`config.mk`:
```
export PLATFORM = sky130hd
export DESIGN_NAME = imem_fetch_ctrl
export DESIGN_NICKNAME = d
export VERILOG_FILES = /design/src/rtl/imem_fetch_ctrl.sv
export SDC_FILE = /design/constraint.sdc
export NUM_CORES = 1
export LEC_CHECK = 0
export ABC_AREA = 1
export BUFFER_PORTS_ARGS = -buffer_cell sky130_fd_sc_hd__buf_4
export CAP_MARGIN = 0
export CELL_PAD_IN_SITES_DETAIL_PLACEMENT = 1
export CELL_PAD_IN_SITES_GLOBAL_PLACEMENT = 1
export CORE_ASPECT_RATIO = 0.6
export CORE_MARGIN = 5
export CORE_UTILIZATION = 25
export DETAILED_ROUTE_END_ITERATION = 8
export GPL_ROUTABILITY_DRIVEN = 0
export GPL_TIMING_DRIVEN = 0
export PLACE_DENSITY = 0.56
export RECOVER_POWER = 100
export SLEW_MARGIN = 5
export SYNTH_ARGS = -nofsm -noshare
export SYNTH_HDL_FRONTEND = slang
export SYNTH_SLANG_ARGS = --single-unit
```
`constraint.sdc`:
```
create_clock -name clk -period 9.6 [get_ports clk]
set_input_delay 0.48 -clock clk [delete_from_list [all_inputs] [get_ports clk]]
set_output_delay 0.48 -clock clk [all_outputs]
set_load 0.02 [all_outputs]
```
`src/rtl/imem_fetch_ctrl.sv`:
```
// Instruction fetch sequencer: owns the PC, reads the combinational instruction
// memory port and buffers {pc, instr, fault} beats in an in-order queue for decode.
module imem_fetch_ctrl #(
  parameter int          FIFO_DEPTH = 2,
  parameter int          IMEM_DEPTH = 1024,
  parameter logic [31:0] RESET_PC   = 32'h0000_0000,
  parameter logic [31:0] NOP_INSTR  = 32'h0000_0013
) (
  input  logic                          clk,
  input  logic                          rst_n,
  output logic [31:0]                   imem_addr,
  input  logic [31:0]                   imem_instr,
  input  logic                          halt,
  input  logic                          redirect_valid,
  input  logic [31:0]                   redirect_pc,
  output logic                          out_valid,
  input  logic                          out_ready,
  output logic [31:0]                   out_instr,
  output logic [31:0]                   out_pc,
  output logic                          out_fault,
  output logic [$clog2(FIFO_DEPTH):0]   fifo_count
);

  localparam int                PW      = $clog2(FIFO_DEPTH);
  localparam int                CW      = PW + 1;
  localparam logic [CW-1:0]     CNT_MAX = CW'(FIFO_DEPTH);
  localparam logic [31:0]       PC_LIM  = 32'(IMEM_DEPTH * 4);

  typedef struct packed {
    logic [31:0] pc;
    logic [31:0] instr;
    logic        fault;
  } entry_t;

  localparam entry_t HEAD_RST = '{pc: 32'h0, instr: NOP_INSTR, fault: 1'b0};

  entry_t          r_q [FIFO_DEPTH];
  entry_t          r_head;
  logic [31:0]     r_pc;
  logic [PW-1:0]   r_rd_ptr;
  logic [PW-1:0]   r_wr_ptr;
  logic [CW-1:0]   r_count;

  logic            w_fault;
  entry_t          w_entry;
  logic            w_pop;
  logic            w_pop_eff;
  logic            w_push;
  logic [31:0]     w_target;
  logic [PW-1:0]   w_rd_nxt;
  logic [PW-1:0]   w_wr_nxt;
  logic [CW-1:0]   w_cnt_nxt;
  logic [31:0]     w_pc_nxt;
  entry_t          w_head_nxt;

  always_comb begin
    w_fault   = (r_pc >= PC_LIM);
    w_entry   = '{pc: r_pc, instr: (w_fault ? NOP_INSTR : imem_instr), fault: w_fault};
    w_pop     = (r_count != '0) & out_ready;
    w_pop_eff = w_pop & ~redirect_valid;
    w_push    = ~redirect_valid & ~halt & ((r_count < CNT_MAX) | w_pop);
    w_target  = redirect_pc & ~32'h3;
  end

  // A redirect flushes everything and discards any same-cycle pop.
  always_comb begin
    w_rd_nxt  = r_rd_ptr;
    w_wr_nxt  = r_wr_ptr;
    w_cnt_nxt = r_count;
    w_pc_nxt  = r_pc;
    if (redirect_valid) begin
      w_rd_nxt  = '0;
      w_wr_nxt  = '0;
      w_cnt_nxt = '0;
      w_pc_nxt  = w_target;
    end else begin
      w_rd_nxt  = r_rd_ptr + PW'(w_pop_eff);
      w_wr_nxt  = r_wr_ptr + PW'(w_push);
      w_cnt_nxt = r_count + CW'(w_push) - CW'(w_pop_eff);
      if (w_push) w_pc_nxt = r_pc + 32'd4;
    end
  end

  // The slot being written becomes the head only when the queue is otherwise empty.
  always_comb begin
    w_head_nxt = r_q[w_rd_nxt];
    if (w_push && (r_wr_ptr == w_rd_nxt)) w_head_nxt = w_entry;
  end

  always_ff @(posedge clk or negedge rst_n) begin
    if (!rst_n) begin
      r_pc     <= RESET_PC;
      r_rd_ptr <= '0;
      r_wr_ptr <= '0;
      r_count  <= '0;
      r_head   <= HEAD_RST;
    end else begin
      r_pc     <= w_pc_nxt;
      r_rd_ptr <= w_rd_nxt;
      r_wr_ptr <= w_wr_nxt;
      r_count  <= w_cnt_nxt;
      if (w_cnt_nxt != '0) r_head <= w_head_nxt;
    end
  end

  always_ff @(posedge clk) begin
    if (w_push) r_q[r_wr_ptr] <= w_entry;
  end

  assign imem_addr  = r_pc;
  assign out_valid  = (r_count != '0);
  assign out_instr  = r_head.instr;
  assign out_pc     = r_head.pc;
  assign out_fault  = r_head.fault;
  assign fifo_count = r_count;

endmodule
```
### Word-level counts from Yosys, hierarchy flattened

Memories as Yosys holds them, arrays and structs flattened. A register that Yosys moved wholly into a read port is not among the register bits.
Cells that the tools add are included.
W data, S select, Z words.

| cells by class | value |
|---|---|
| bitwise operators | 7 |
| add/sub/neg operators | 5 |
| muxes and demuxes | 8 |
| equality and inequality tests | 0 |
| div/mod/pow operators | 0 |
| magnitude comparators | 2 |
| shift-type cells | 0 |
| $mul | 0 |
| reduce and logical (&&, ||, !) cells | 4 |

Operators with widths:

| operator | count |
|---|---|
| $mux W32 | 3 |
| $add A32 B3 Y32 const B | 1 |
| $ge A32 B13 Y1 const B | 1 |
| $reduce_bool A2 Y1 | 3 |
| $and A1 B1 Y1 | 4 |
| $mux W1 | 4 |
| $add A1 B1 Y1 | 2 |
| $add A2 B1 Y2 | 1 |
| $lt A2 B2 Y1 const B | 1 |
| $mux W2 | 1 |
| $not A1 Y1 | 2 |
| $sub A2 B1 Y2 | 1 |
| $logic_not A1 Y1 | 1 |
| $or A1 B1 Y1 | 1 |

| storage, ports and cells | value |
|---|---|
| bits in latches | 0 |
| memories kept | 1 |
| logic and storage cells | 31 |
| input port bits | 69 |
| flip-flop bits (word level) | 36 |
| memory bits (read-only) | 0 |
| memory bits (writable) | 130 |

Memories:

| name | words | bits a word | rd ports | clocked after memory_dff | wr ports | RTL line | text |
|---|---|---|---|---|---|---|---|
| r_q | 2 | 65 | 1 | 1 | 1 | 37 | `entry_t r_q [FIFO_DEPTH];` |

### Logic depth before layout (Yosys ltp)

Gate-level depths: netlist of run 1.

| depth | value |
|---|---|
| depth after elaboration | 8 |
| gate-level depth with buffers | 16 |

### Worst setup path after synthesis of run 1

Ideal clock, no wire load.

| timing | value |
|---|---|
| path kind | input port to flip-flop |
| start point | input port redirect_valid |
| end point | memory r_q[0][0] in the netlist's numbering, enable pin |
| required time | 9.172 ns |
| stages on the path | 7 |
| arrival | 2.943 ns |
| buffers on the path | 3 |
| setup slack | 6.229 ns |
| cell sequence | buf_2 -> nor2_1 -> o21ai_0 -> inv_2 -> buf_4 -> buf_2 -> ha_1 |

| between the ends | value |
|---|---|
| longest elaborated chain between the ends | 5 |

Ends and longest elaborated chain:

| item | RTL line | text |
|---|---|---|
| from (decl) | 14 | `input logic redirect_valid,` |
| $not A1 Y1 | 61 | `w_push = ~redirect_valid & ~halt & ((r_count < CNT_MAX) \| w_pop);` |
| $and A1 B1 Y1 (2 in series) | 61 |  |
| $mux W1 | 107 | `if (w_push) r_q[r_wr_ptr] <= w_entry;` |
| $mux W1 (not written as such) | 107 |  |
| to (decl) | 37 |  |

Every way passes these cells.

### Final worst setup path of run 1

| timing | value |
|---|---|
| start point | register r_count[1] (netlist: fifo_count[1]) |
| end point | memory r_q[1][10] in the netlist's numbering, enable pin |

| between the ends | value |
|---|---|
| longest elaborated chain between the ends | 6 |
| elaborated cells on any way between the ends | 7 |

Ends and longest elaborated chain:

| item | RTL line | text |
|---|---|---|
| from (decl) | 42 | `logic [CW-1:0] r_count;` |
| from (signal assigned) | 101 | `r_count <= w_cnt_nxt;` |
| $reduce_bool A2 Y1 | 59 | `w_pop = (r_count != '0) & out_ready;` |
| $and A1 B1 Y1 | 59 |  |
| $or A1 B1 Y1 (*) | 61 |  |
| $and A1 B1 Y1 (*) | 61 |  |
| $mux W1 (*) | 107 |  |
| $mux W1 (not written as such) (*) | 107 |  |

Mark *: on every way between the ends. The rest lies on a longest branch, timed or not.

==> results.md, run 1 <==
* Clock power share at 30.5%
* CP arrival at 5.88 ns
* # IOs at 169
* Chip height at 171 um
* Core area at 43,100 um2
* Startpoint types: flip-flop
* Cell Area, Placed at 12,900 um2
* Die Footprint at 47,800 um2
* TritonCTS buffer count at 25
* Simple-Gate Fraction of Synth Area at 25.3%
* DR DRC count at 0
* Most common cell in the synthesized netlist: nand2_1
* Number of synthesized flops with an enable pin at 126
* Main synth FF type: edfxtp_1
* Mapped Cells at 1,219
* Total global-route track usage at 16.1%
* Commonest cells post-synth: nand2_1, nand3_1, inv_1
* Post-route cell area at 13,400 um2
* CP Data Required Time at 9.70 ns
* CTS Root Cell: clkbuf_16
* Clock Latency Late Sink at 0.54 ns
* Compound-Gate Fraction of Synth Area at 4.97%
* Synthesized area per cell at 8.90 um2
* Inst Count DP at 1,965
* Nets at 1,489
* Worst Hold Class: in -> reg
* RSZ-0062 raised after global routing: false
* Finished Layout Cells at 2,010
* Worst-path fanout max at 36
* Via count at 9,055
* Yosys top cell area share at 34.9%
* WL final at 39.3 mm
* Fmax at 173 MHz
* Xor and xnor area share after synthesis at 1.05%
* 1st-pass router iterations at 5
* Post-CTS setup buffer count at 0
* Largest family of logic cells by synthesized area: simple AND/OR/NAND/NOR gates
* Area grow syn2layout at 23.2%
* CTS tree: done
* Max Cap Viol at 4
* H-tree depth at 1
* Comb power frac at 28.0%
* Worst Setup End Kind: flip-flop
* Power per cell area at 239 nW/um2
* Yosys warns at 0
* Initial core utilization at 25.2%
* Least-Margin Pin Slew at 2.56 ns
* Finish-stage setup viols at 0
* Tmin final at 5.78 ns
* Peak VDD IR at 0.105 mV
* FP Rows at 59
* FF+latch count, synth at 223
* FF/Latch Area at 6210 um2
* Input/output buffers at 161
* Largest net degree at the start of global routing at 60
* Post-synthesis mux area share at 0%
* Internal at 2.03 mW
* HPWL after DPL at 28.9 mm
* Avg WL per Cell at 19.5 um
* Diode count at 0
* Vias/cell at 4.50
* Count of pins over their slew limit at 145
* Failing checks: max-capacitance violations, max-slew violations
* Multi-input logic area at 3470 um2
* Setup TNS at 0 ns
* Synth area leader: edfxtp_1
* Flop pwr share at 41.5%
* Ys async rst share at 43.5%
* Synth top area cells: edfxtp_1, dfrtp_1, nand2_1, nand3_1, inv_1
* First-pass GRT wire length at 59.1 mm
* DRT iter0 DRCs at 629
* Initial antenna violation count at 0
* Switching Fraction at 36.4%
* Yosys cell types at 35
* Leakage at 6.10 nW
* Fill cells at 5,102
* Sequential element share of the synthesized area at 57.3%
* Number of global-route vias before repair at 9,287
* CTS max path bufs at 3
* Die X at 279 um
* Fraction of layout cells with a size suffix above 1 at 14.3%
* Grt ovf at 0
* Final worst path period share at 60.2%
* Critical path class: reg -> reg
* Clock slew at reported path FFs at 0.08 ns
* CTS Sinks at 223
* Outcome: finished, violations left
* Fin. Hold Viols at 0
* Adder-Cell Fraction of Synth Area at 0.692%
* Post-DRT Antenna Nets at 0
* Netlist Area Pre-Place at 10,800 um2
* Slew headroom at -70.9%
* Fin Clk Skew at 0.0207 ns
* Net Switching at 1.16 mW
## sequential cells by signal, indices dropped and copies added, names as in the netlist
name,count
out_fault,1
r_rd_ptr,1
r_wr_ptr,1
out_pc,30
fifo_count,2
imem_addr,30
r_q,126
out_instr,32
## layout make-up
type                            instances  share of cell area (%)
Timing Repair Buffer                  165                    7.56
Clock buffer                           34                    5.31
Clock inverter                         10                   0.815
Buffer                                 97                    4.29
Inverter                              145                    4.07
Sequential cell                       223                    46.5
Multi-Input combinational cell        757                    26.0
Tap cell                              579                    5.42
## placed cells by master, fill, tap and decap left out, types with 2 or more instances in the layout
cell type  Yosys  layout
a21oi_1        3       3
buf_1          4       3
buf_2         28      17
buf_4         36     101
buf_6         10      10
bufinv_16      0       2
clkbuf_1      19     108
clkbuf_16      0      25
clkbuf_4       0      25
clkbuf_8       0       5
clkinv_2       0       6
conb_1         1       4
dfrtp_1       94      94
dfstp_1        0       2
edfxtp_1     126     126
ha_1           6       6
inv_1        141     144
nand2_1      377     378
nand2_2        5       4
nand3_1      149     150
nand3_2        3       2
nand4_1       34      34
nor2_1        50      52
nor3_1        13      13
o211ai_1       4       4
o21ai_0       64      65
o21ai_1       10       9
o21bai_1       4       4
o221ai_1       6       6
o22ai_1        3       3
o31ai_1        2       2
xnor2_1        2       2
xor2_1        11      11
## final timing paths
check	depth (start not counted)	slack, ns	from	to
worst max-delay path	7	3.82	fifo_count[1]	r_q[1][10]
worst max register to register	7	3.82	fifo_count[1]	r_q[1][10]
worst min register to register	2	0.48	out_pc[11]	out_pc[11]
worst min-delay path	3	0.15	redirect_pc[14]	imem_addr[14]
max in group asynchronous	2	6.82	rst_n	out_instr[8]
min in group asynchronous	2	1.30	rst_n	out_pc[10]
## timing repair
action                                 in CTS  in global routing
hold buffers                                1                  0
endpoints found under the hold margin      38                  0
resized for setup                           0                  0
## cells by family (layout without fill, tap and decap cells)
logic type      Yosys count  after routing
simple gates            637            637
fa+ha+maj                 6              6
xor+xnor                 13             13
compound gates           97             97
flops                   223            223
buf+inv                 242            451
other cells               1              4
## metal layers
layer / global-route usage [%] / up-vias / share of wire (%)
met5: 0 / - / 0
met4: 3.29 / 0 / 2.0
met3: 2.94 / 44 / 4.1
met2: 24.5 / 167 / 42
met1: 24.1 / 4507 / 51
li1: - / 4337 / -
## power groups by stage
stage                     Sequential [mW]  Combinational (mW)  Clock [mW]
after global placement               1.35                1.01           0
after detailed placement             1.35                1.03           0
final                                1.32               0.894       0.975
after global routing                 1.35                1.00        1.05
after floorplan                      1.47               0.407           0
after CTS                            1.33                1.04        1.01
## metrics by stage
stage / util, % / power [mW] / setup slack [ns] / hold WS [ns]
6_report: 31.0 / 3.19 / 3.82 / 0.149
5_1_grt: 31.0 / 3.40 / 3.35 / 0.134
4_1_cts: 31.8 / 3.38 / 6.06 / 0.120
3_5_place_dp: 29.9 / 2.38 / 5.94 / 0.438
3_3_place_gp: 29.7 / 2.36 / 4.50 / 0.458
2_1_floorplan: - / 1.88 / 6.23 / 0.184
## critical path: stages (launching register included)
cell      delay (ns)
dfrtp_1         0.42
inv_1           0.10
o21ai_0         0.15
inv_1           0.38
clkbuf_1        0.49
clkbuf_1        0.59
ha_1            1.44
clkbuf_1        1.76
Note: power is estimated with default switching activity, not from simulation.
==> inputs of run 2 (changes only) <==
--- a/config.mk
+++ b/config.mk
@@ -16,7 +16,7 @@
 export DETAILED_ROUTE_END_ITERATION = 8
 export GPL_ROUTABILITY_DRIVEN = 0
 export GPL_TIMING_DRIVEN = 0
-export PLACE_DENSITY = 0.56
+export PLACE_DENSITY = 0.58
 export RECOVER_POWER = 100
 export SLEW_MARGIN = 5
 export SYNTH_ARGS = -nofsm -noshare
==> constraint.sdc (replaced) <==
create_clock -name clk -period 4.7 [get_ports clk]
set_input_delay 0.235 -clock clk [delete_from_list [all_inputs] [get_ports clk]]
set_output_delay 0.235 -clock clk [all_outputs]
set_load 0.02 [all_outputs]
==> results.md, run 2 (synthesis gave the netlist of run 1 again) <==
* Outcome: finished, violations left
* Failing checks: max-capacitance violations, max-slew violations
* Diode count at 0 (unchanged)
* Clock power share at 32.1% (+1.6 points)
* First-pass GRT wire length at 59.4 mm (+0.56%)
* TritonCTS buffer count at 25 (unchanged)
* Peak VDD IR at 0.191 mV (+82%)
* Reg2reg path depth at 15 (+8)
* Reg with most FFs: r_q
* Total global-route track usage at 16.2% (+0.044 points)
* FF/Latch Area at 6210 um2 (unchanged)
* Initial core utilization at 25.2% (unchanged)
* Worst-path fanout max at 10 (-72%)
* Power per cell area at 489 nW/um2 (+100%)
* Initial antenna violation count at 0 (unchanged)
* Input/output buffers at 161 (unchanged)
* Via count at 9,198 (+1.6%)
* Fill cells at 5,132 (+0.59%)
* Clock Latency Late Sink at 0.53 ns (about the same)
* # IOs at 169 (unchanged)
* Tmin final at 3.85 ns (-1.93 ns)
* Max Cap Viol at 3 (-1)
* Critical path class: reg -> reg
* Least-Margin Pin Slew at 2.48 ns (-0.0801 ns)
* Fraction of layout cells with a size suffix above 1 at 14.7% (+0.42 points)
* Chip height at 171 um (unchanged)
* Area grow syn2layout at 26.6%
* Worst Hold Class: in -> reg
* Grt ovf at 0 (unchanged)
* H-tree depth at 1 (unchanged)
* Top layer in use: met4
* Fin Clk Skew at 0.00790 ns (-0.0128 ns)
* Worst Setup End Kind: flip-flop
* 1st-pass router iterations at 4 (-1)
* Slew headroom at -65.5% (+5.3 points)
* Comb power frac at 27.6% (-0.4 points)
* Most frequent cells in the layout: nand2_1, nand3_1, inv_1
* Post-DRT Antenna Nets at 0 (unchanged)
* Commonest non-fill, non-tap cell in the layout: nand2_1
* Fmax at 259 MHz (+50%)
* Startpoint types: flip-flop
* CTS Root Cell: clkbuf_16
* DRT iter0 DRCs at 549 (-13%)
* Setup TNS at 0 ns (unchanged)
* Leakage at 6.26 nW (+2.7%)
* Post-CTS resize count at 0 (unchanged)
* CP Data Required Time at 5.17 ns (-4.53 ns)
* Worst slack, placed at 1.22 ns (-4.72 ns)
* Avg WL per Cell at 19.4 um (-0.67%)
* RSZ-0062 raised after global routing: false
* Worst hold slack at 0.0262 ns (-0.123 ns)
* CTS max path bufs at 3 (unchanged)
* Core area at 43,100 um2 (unchanged)
* Hold Crit Depth at 3 (unchanged)
* Number of global-route vias before repair at 9,549 (+2.8%)
* Flop pwr share at 40.2% (-1.3 points)
* Largest net degree at the start of global routing at 60 (unchanged)
* HPWL after DPL at 28.6 mm (-0.95%)
* Count of pins over their slew limit at 103 (-29%)
* Total Power at 6.71 mW (+110%)
* Die X at 279 um (unchanged)
* DR DRC count at 0 (unchanged)
* Fin. Hold Viols at 0 (unchanged)
* WL final at 39.5 mm (+0.67%)
* Switching Fraction at 35.7% (-0.73 points)
* Final worst slack at 0.846 ns (-2.97 ns)
* Vias/cell at 4.52 (+0.23%)
* DRT met1 WL at 20.3 mm (+0.46%)
* Nets at 1,515 (+1.7%)
* Max reg flops at 126 (unchanged)
* Multi-input logic area at 3470 um2 (about the same)
* Net Switching at 2.39 mW (+110%)
* Final worst path period share at 82.0% (+22 points)
* CTS Sinks at 223 (unchanged)
* Finish-stage setup viols at 0 (unchanged)
* Die Footprint at 47,800 um2 (unchanged)
* Met3 WL post-DR at 1.60 mm (-1.4%)
* CTS tree: done
* Routed wl met2 at 16.9 mm (+1.1%)
* CP arrival at 4.32 ns (-1.56 ns)
* Clock slew at reported path FFs at 0.06 ns (-0.02 ns)
* FP Rows at 59 (unchanged)
* Internal at 4.31 mW (+110%)
==> run 2: worst paths after layout <==
| check | slack [ns] | end | from |
|---|---|---|---|
| worst max-delay path | 0.85 | out_pc[28] | fifo_count[1] |
| worst min-delay path | 0.03 | imem_addr[3] | redirect_pc[3] |
| worst max register to register | 0.85 | out_pc[28] | fifo_count[1] |
| worst min register to register | 0.47 | out_instr[1] | out_instr[1] |
| max in group asynchronous | 2.25 | out_instr[11] | rst_n |
| min in group asynchronous | 1.01 | out_pc[10] | rst_n |
==> run 2: layout make-up <==
class	instances	share of cell area (%)
inverter	145	3.97
clock inverter	10	1.31
sequential	223	45.3
tap	579	5.28
timing repair buffer	191	9.46
buffer	97	4.29
multi-input combinational	757	25.3
clock buffer	35	5.12
==> run 2: through the flow <==
| stage | cells | instance area [um2] | util (%) |
|---|---|---|---|
| 2_1_floorplan | 1222 | 10900 | - |
| 3_3_place_gp | 1962 | 12800 | 29.7 |
| 3_5_place_dp | 1965 | 12900 | 29.9 |
| 4_1_cts | 2037 | 14000 | 32.6 |
| 5_1_grt | 2037 | 13700 | 31.8 |
| 6_report | 2037 | 13700 | 31.8 |
==> run 2: what timing repair did <==
item,CTS,global route
hold buffers,27,0
hold endpoints to repair,67,0
setup buffers,0,0
==> run 2: layer usage <==
layer / vias up / GRT usage (%)
met5: - / 0
met2: 177 / 25.0
met1: 4589 / 24.0
met3: 44 / 2.85
met4: 0 / 3.16
li1: 4388 / -
==> run 2: power groups by stage <==
stage          combinational (mW)  clock (mW)  sequential, mW
4_1_cts                      2.14        2.20            2.71
6_report                     1.85        2.16            2.70
2_1_floorplan               0.832           0            3.00
3_3_place_gp                 2.08           0            2.74
5_1_grt                      2.06        2.29            2.75
3_5_place_dp                 2.11           0            2.74
==> run 2: critical path, cell delays in order (launching register included) <==
cell and delay [ns]:
dfrtp_1 0.39, inv_1 0.07, o21ai_0 0.31, clkbuf_1 0.50, buf_2 0.41, ha_1 0.29, inv_1 0.06, ha_1 0.13
inv_1 0.04, or2_1 0.22, nand3_1 0.08, nand2_1 0.37, inv_2 0.42, buf_2 0.31, nand2_1 0.09, nand2_1 0.08
